`config.mk`:
```
export PLATFORM = sky130hd
export DESIGN_NAME = mem_access
export DESIGN_NICKNAME = d
export VERILOG_FILES = /design/src/rtl/mem_access.sv
export SDC_FILE = /design/constraint.sdc
export NUM_CORES = 1
export LEC_CHECK = 0
export ABC_AREA = 1
export BUFFER_PORTS_ARGS = -buffer_cell sky130_fd_sc_hd__buf_2
export CAP_MARGIN = 25
export CORE_MARGIN = 2
export CORE_UTILIZATION = 49
export CTS_BUF_LIST = sky130_fd_sc_hd__clkbuf_8 sky130_fd_sc_hd__clkbuf_16
export CTS_CLUSTER_DIAMETER = 150
export CTS_CLUSTER_SIZE = 8
export DETAILED_ROUTE_END_ITERATION = 8
export PLACE_DENSITY = 0.83
export SYNTH_ARGS = -nofsm -noshare
export SYNTH_HDL_FRONTEND = slang
export SYNTH_SLANG_ARGS = --single-unit
```
`constraint.sdc`:
```
create_clock -name clk -period 3 [get_ports clk]
set_input_delay 0.3 -clock clk [delete_from_list [all_inputs] [get_ports clk]]
set_output_delay 0.3 -clock clk [all_outputs]
set_load 0.01 [all_outputs]
```
`src/rtl/mem_access.sv`:
```
// mem_access: memory-access stage of the five-stage RV32I pipeline.
// Loads and stores go byte-serially, little-endian, through a byte-wide synchronous RAM.
// The pipeline is held with stall_req_o until the access completes.
// Optional feature: define MEM_ALIGN_CHECK_EN to trap misaligned half/word accesses.
// Op-code constants mirror the encoding in defines.v (ALU_OP_BUS = 8 bits).
module mem_access (
  input  logic        clk,
  input  logic        rst,
  input  logic [7:0]  aluop_i,
  input  logic [31:0] mem_addr_i,
  input  logic [31:0] mem_wdata_i,
  input  logic [4:0]  wd_i,
  input  logic        wreg_i,
  input  logic [31:0] wdata_i,
  input  logic [7:0]  ram_rdata_i,
  output logic [31:0] ram_addr_o,
  output logic [7:0]  ram_wdata_o,
  output logic        ram_we_o,
  output logic        stall_req_o,
  output logic [4:0]  wd_o,
  output logic        wreg_o,
  output logic [31:0] wdata_o,
  output logic        misalign_o
);

  localparam logic [7:0] ExeLbOp  = 8'h20;
  localparam logic [7:0] ExeLhOp  = 8'h21;
  localparam logic [7:0] ExeLwOp  = 8'h23;
  localparam logic [7:0] ExeLbuOp = 8'h24;
  localparam logic [7:0] ExeLhuOp = 8'h25;
  localparam logic [7:0] ExeSbOp  = 8'h28;
  localparam logic [7:0] ExeShOp  = 8'h29;
  localparam logic [7:0] ExeSwOp  = 8'h2B;

  localparam logic [4:0]  NopRegAddr = 5'd0;
  localparam logic [31:0] Zero32     = 32'd0;

  typedef enum logic [1:0] {StIdle, StAccess, StDone} state_e;

  state_e      state_q, state_d;
  logic [2:0]  cnt_q, cnt_d;
  logic [31:0] buf_q, buf_d;

  logic        is_load, is_store, is_mem, sext;
  logic [2:0]  size;
  logic        misaligned;
  logic [1:0]  cap_idx;
  logic [31:0] load_ext;

  // Decode the op into access size, direction and sign-extension.
  always_comb begin
    is_load  = 1'b0;
    is_store = 1'b0;
    sext     = 1'b0;
    size     = 3'd0;
    case (aluop_i)
      ExeLbOp:  begin is_load  = 1'b1; sext = 1'b1; size = 3'd1; end
      ExeLhOp:  begin is_load  = 1'b1; sext = 1'b1; size = 3'd2; end
      ExeLwOp:  begin is_load  = 1'b1;              size = 3'd4; end
      ExeLbuOp: begin is_load  = 1'b1;              size = 3'd1; end
      ExeLhuOp: begin is_load  = 1'b1;              size = 3'd2; end
      ExeSbOp:  begin is_store = 1'b1;              size = 3'd1; end
      ExeShOp:  begin is_store = 1'b1;              size = 3'd2; end
      ExeSwOp:  begin is_store = 1'b1;              size = 3'd4; end
      default:  ;
    endcase
  end

  assign is_mem = is_load | is_store;

`ifdef MEM_ALIGN_CHECK_EN
  assign misaligned = is_mem && (((size == 3'd2) && mem_addr_i[0]) ||
                                 ((size == 3'd4) && (mem_addr_i[1:0] != 2'b00)));
`else
  assign misaligned = 1'b0;
`endif

  // cnt counts 1..N in ACCESS; the byte arriving now belongs to address cnt-1.
  assign cap_idx = cnt_q[1:0] - 2'd1;

  // Zero/sign-extend the assembled load value.
  always_comb begin
    load_ext = buf_q;
    if (size == 3'd1) begin
      load_ext = {{24{sext & buf_q[7]}}, buf_q[7:0]};
    end else if (size == 3'd2) begin
      load_ext = {{16{sext & buf_q[15]}}, buf_q[15:0]};
    end
  end

  // State, byte counter and load assembly register.
  always_ff @(posedge clk or posedge rst) begin
    if (rst) begin
      state_q <= StIdle;
      cnt_q   <= 3'd0;
      buf_q   <= 32'd0;
    end else begin
      state_q <= state_d;
      cnt_q   <= cnt_d;
      buf_q   <= buf_d;
    end
  end

  // Next-state logic and all outputs; reset forces the outputs to their idle values.
  always_comb begin
    state_d     = state_q;
    cnt_d       = cnt_q;
    buf_d       = buf_q;
    ram_addr_o  = 32'd0;
    ram_wdata_o = 8'd0;
    ram_we_o    = 1'b0;
    stall_req_o = 1'b0;
    wd_o        = wd_i;
    wreg_o      = wreg_i;
    wdata_o     = wdata_i;
    misalign_o  = 1'b0;

    unique case (state_q)
      StIdle: begin
        if (is_mem) begin
          stall_req_o = 1'b1;
          wreg_o      = 1'b0;
          if (misaligned) begin
            state_d = StDone;
            cnt_d   = 3'd0;
          end else begin
            ram_addr_o  = mem_addr_i;
            ram_we_o    = is_store;
            ram_wdata_o = is_store ? mem_wdata_i[7:0] : 8'd0;
            if (is_store && (size == 3'd1)) begin
              state_d = StDone;
              cnt_d   = 3'd0;
            end else begin
              state_d = StAccess;
              cnt_d   = 3'd1;
            end
          end
        end
      end
      StAccess: begin
        stall_req_o = 1'b1;
        wreg_o      = 1'b0;
        ram_addr_o  = mem_addr_i + {29'd0, cnt_q};
        if (is_load) begin
          buf_d[{cap_idx, 3'b000} +: 8] = ram_rdata_i;
          if (cnt_q == size) begin
            state_d = StDone;
            cnt_d   = 3'd0;
          end else begin
            cnt_d = cnt_q + 3'd1;
          end
        end else if (is_store) begin
          ram_we_o    = 1'b1;
          ram_wdata_o = 8'(mem_wdata_i >> {cnt_q, 3'b000});
          if (cnt_q == size - 3'd1) begin
            state_d = StDone;
            cnt_d   = 3'd0;
          end else begin
            cnt_d = cnt_q + 3'd1;
          end
        end else begin
          // Op vanished mid-access; inputs are meant to be held, so just recover.
          state_d = StIdle;
          cnt_d   = 3'd0;
        end
      end
      StDone: begin
        state_d    = StIdle;
        cnt_d      = 3'd0;
        misalign_o = misaligned;
        if (is_store || misaligned) begin
          wreg_o = 1'b0;
        end else if (is_load) begin
          wdata_o = load_ext;
        end
      end
      default: begin
        state_d = StIdle;
        cnt_d   = 3'd0;
      end
    endcase

    if (rst) begin
      ram_addr_o  = 32'd0;
      ram_wdata_o = 8'd0;
      ram_we_o    = 1'b0;
      stall_req_o = 1'b0;
      wd_o        = NopRegAddr;
      wreg_o      = 1'b0;
      wdata_o     = Zero32;
      misalign_o  = 1'b0;
    end
  end

endmodule

```
==> flow_metrics.tcl <==
set metrics [dict create \
    worstSetupStartpointType "flip-flop" \
    synth_top_flop_cell "dfrtp_1" \
    io_buffers 199 \
    final_common_cell "nand2_1" \
    drtAntennaViolNets 0 \
    rsz0062_at_grt "false" \
    nFillCells 902 \
    io_pins 201 \
    die_width_um 101 \
    finalInstanceArea_um2 5770 \
    postCtsSetupBuffers 0 \
    synth.distinct_cells 38 \
    synthCells 809 \
    r2r_end "buf_q[22]" \
    track_usage 0.281 \
    final_nets 1124 \
    clk_latency_ns 0.30 \
    syn_area_um2 4610 \
    cts_max_level 2 \
    postSynthAreaPerCell_um2 5.70 \
    ctsRootBufferMaster "clkbuf_8" \
    maxCapViolations 0 \
    hold_path_class "primary input to async pin" \
    antenna_cells 0 \
    grt_pass1_vias 5207 \
    yosysWarningCount 0 \
    cts_hold_buffers 0 \
    power_density_nw_per_um2 394 \
    synth-seq-cells 37 \
    syn-num-nets 942 \
    r2r_start "cnt_q[1]" \
    hold_viol 0 \
    cp.arrival_ns 2.43 \
    tns_ns 0 \
    reg2regPathDepth 6 \
    timing.fmax_mhz 367 \
    min_period_over_period 0.909 \
    power.leakage_uw 0.00309 \
    cts_tree "done" \
    die_area_um2 10200 \
    row_count 35 \
    p_total_uw 2270 \
    critPathLaunch "cnt_q[0]" \
    cts_buffers 5 \
    multi_input_area_um2 3120 \
    numClockSinks 37 \
    gr-total-overflow 0 \
    initial_utilization 0.502 \
    drt_iter0_drc 227 \
    routed_wl_um 14300 \
    place_ws_ns 0.399 \
    drive_above_1_share 0.255 \
    grt_max_degree 58 \
    cts_buffer_depth 2 \
    slew_violations 0 \
    period_needed_ns 2.73 \
    first_pass_iters 5 \
    place_congestion 0.938 \
    syn_to_final_growth_pct 25.0 \
    cts.repair.resized 0 \
    vias 5843 \
    required_ns 2.70 \
    layout_common_cells "nand2_1, buf_2, inv_1, a21oi_1, nand3_1" \
    setup_slack_ns 0.274 \
    rrSetupSlack_ns 0.72 \
    die_y_um 101 \
    post_drt_wl_per_cell_um 13.0 \
    clk_pin_slew_ns 0.08 \
    max-slew-margin-rel 0.483 \
    crit_fanout 3 \
    skew_ns 0.00593 \
    drc 0 \
    place_hpwl_um 11000 \
    endpoint_kind "primary output" \
    via_per_inst 5.30 \
    core_um2 9200 \
    placed_area_um2 5640 \
    synth_edf_count 0 \
    worst_ir_drop_vdd_uv 306 \
    status "complete, no violations" \
    ys_async_sr_fraction 1.00 \
    fin_util 0.627 \
    worstSetupPathType "flip-flop to primary output" \
    antenna_found_initial 0 \
    yosysSeqAreaShare 0.201 \
    grt_pass1_wl_um 23700 \
    setup_viol_count_final 0 \
    worstMarginPinSlew_ns 0.771 \
    regArea_um2 926 \
]
[how the worst max path moves through the flow]
| stage | depth (start not counted) | to |
|---|---|---|
| after global routing | 12 | ram_addr_o[29] |
| final | 12 | ram_addr_o[16] |
| after CTS | 11 | ram_addr_o[19] |
| after global placement | 12 | wdata_o[17] |
| after detailed placement | 12 | wdata_o[16] |
| after floorplan | 4 | wdata_o[0] |
[worst max-delay path, cell delays in order, from the launching register on]
cell     delay, ns
dfrtp_1       0.40
ha_1          0.22
fa_1          0.41
nand2_1       0.08
nand2_1       0.08
nand2_1       0.13
inv_1         0.07
nand2_1       0.12
nor2_1        0.08
or2_2         0.27
nand3_1       0.07
a21oi_1       0.06
buf_2         0.16
[per-layer routing]
layer	GRT usage	routed length, µm	share of wire
met5	0	0	0
met4	0.0665	234	0.016
met3	0.0361	855	0.060
met2	0.465	6590	0.46
met1	0.390	6610	0.46
[final cells by class]
type                       count  area share
clock buffer                   5      0.0119
clock inverter                 3     0.00369
inverter                      96      0.0625
multi-input combinational    637       0.541
sequential                    37       0.161
tap                          111      0.0241
timing repair buffer         214       0.196
[cell families after synthesis]
kind of cell | Yosys count | share of synthesized area
flops | 37 | 0.201
fa+ha+maj | 13 | 0.0369
simple gates | 444 | 0.425
buf+inv | 135 | 0.124
other cells | 1 | 0.000813
compound gates | 176 | 0.207
xor+xnor | 3 | 0.00570
[cells in the mapped netlist, types with 2 or more instances]
cell type	number	area share
a21oi_1	81	0.088
a221oi_1	5	0.0095
a22oi_1	5	0.0081
a31oi_1	12	0.016
buf_1	3	0.0024
buf_2	6	0.0065
buf_4	7	0.011
buf_6	4	0.0098
clkbuf_1	19	0.015
dfrtp_1	37	0.20
ha_1	12	0.033
inv_1	94	0.076
inv_2	2	0.0016
nand2_1	245	0.20
nand2_2	3	0.0041
nand3_1	70	0.076
nand3b_1	5	0.0081
nand4_1	24	0.033
nor2_1	59	0.048
nor2_2	3	0.0041
nor2_4	5	0.012
nor3_1	13	0.014
nor3b_1	2	0.0033
nor4_1	3	0.0041
o211ai_1	2	0.0033
o211ai_2	2	0.0054
o21ai_0	66	0.072
or2_2	9	0.012
xor2_1	2	0.0038
[report_power, final]
group	internal (µW)	switching, µW
Combinational	443	825
Clock	165	192
Sequential	606	38.4
Total	1210	1060
[through the flow]
stage | hold slack, ns | std cells
2_1_floorplan | 0.447 | 809
4_1_cts | 0.172 | 1102
6_report | 0.170 | 1103
3_5_place_dp | 0.484 | 1094
5_1_grt | 0.192 | 1103
3_3_place_gp | 0.478 | 1094
[state kept, by name (all words and copies together), names as in the netlist]
signal	count
state_q	2
cnt_q	3
buf_q	32
Power figures use the tool's default switching activity.
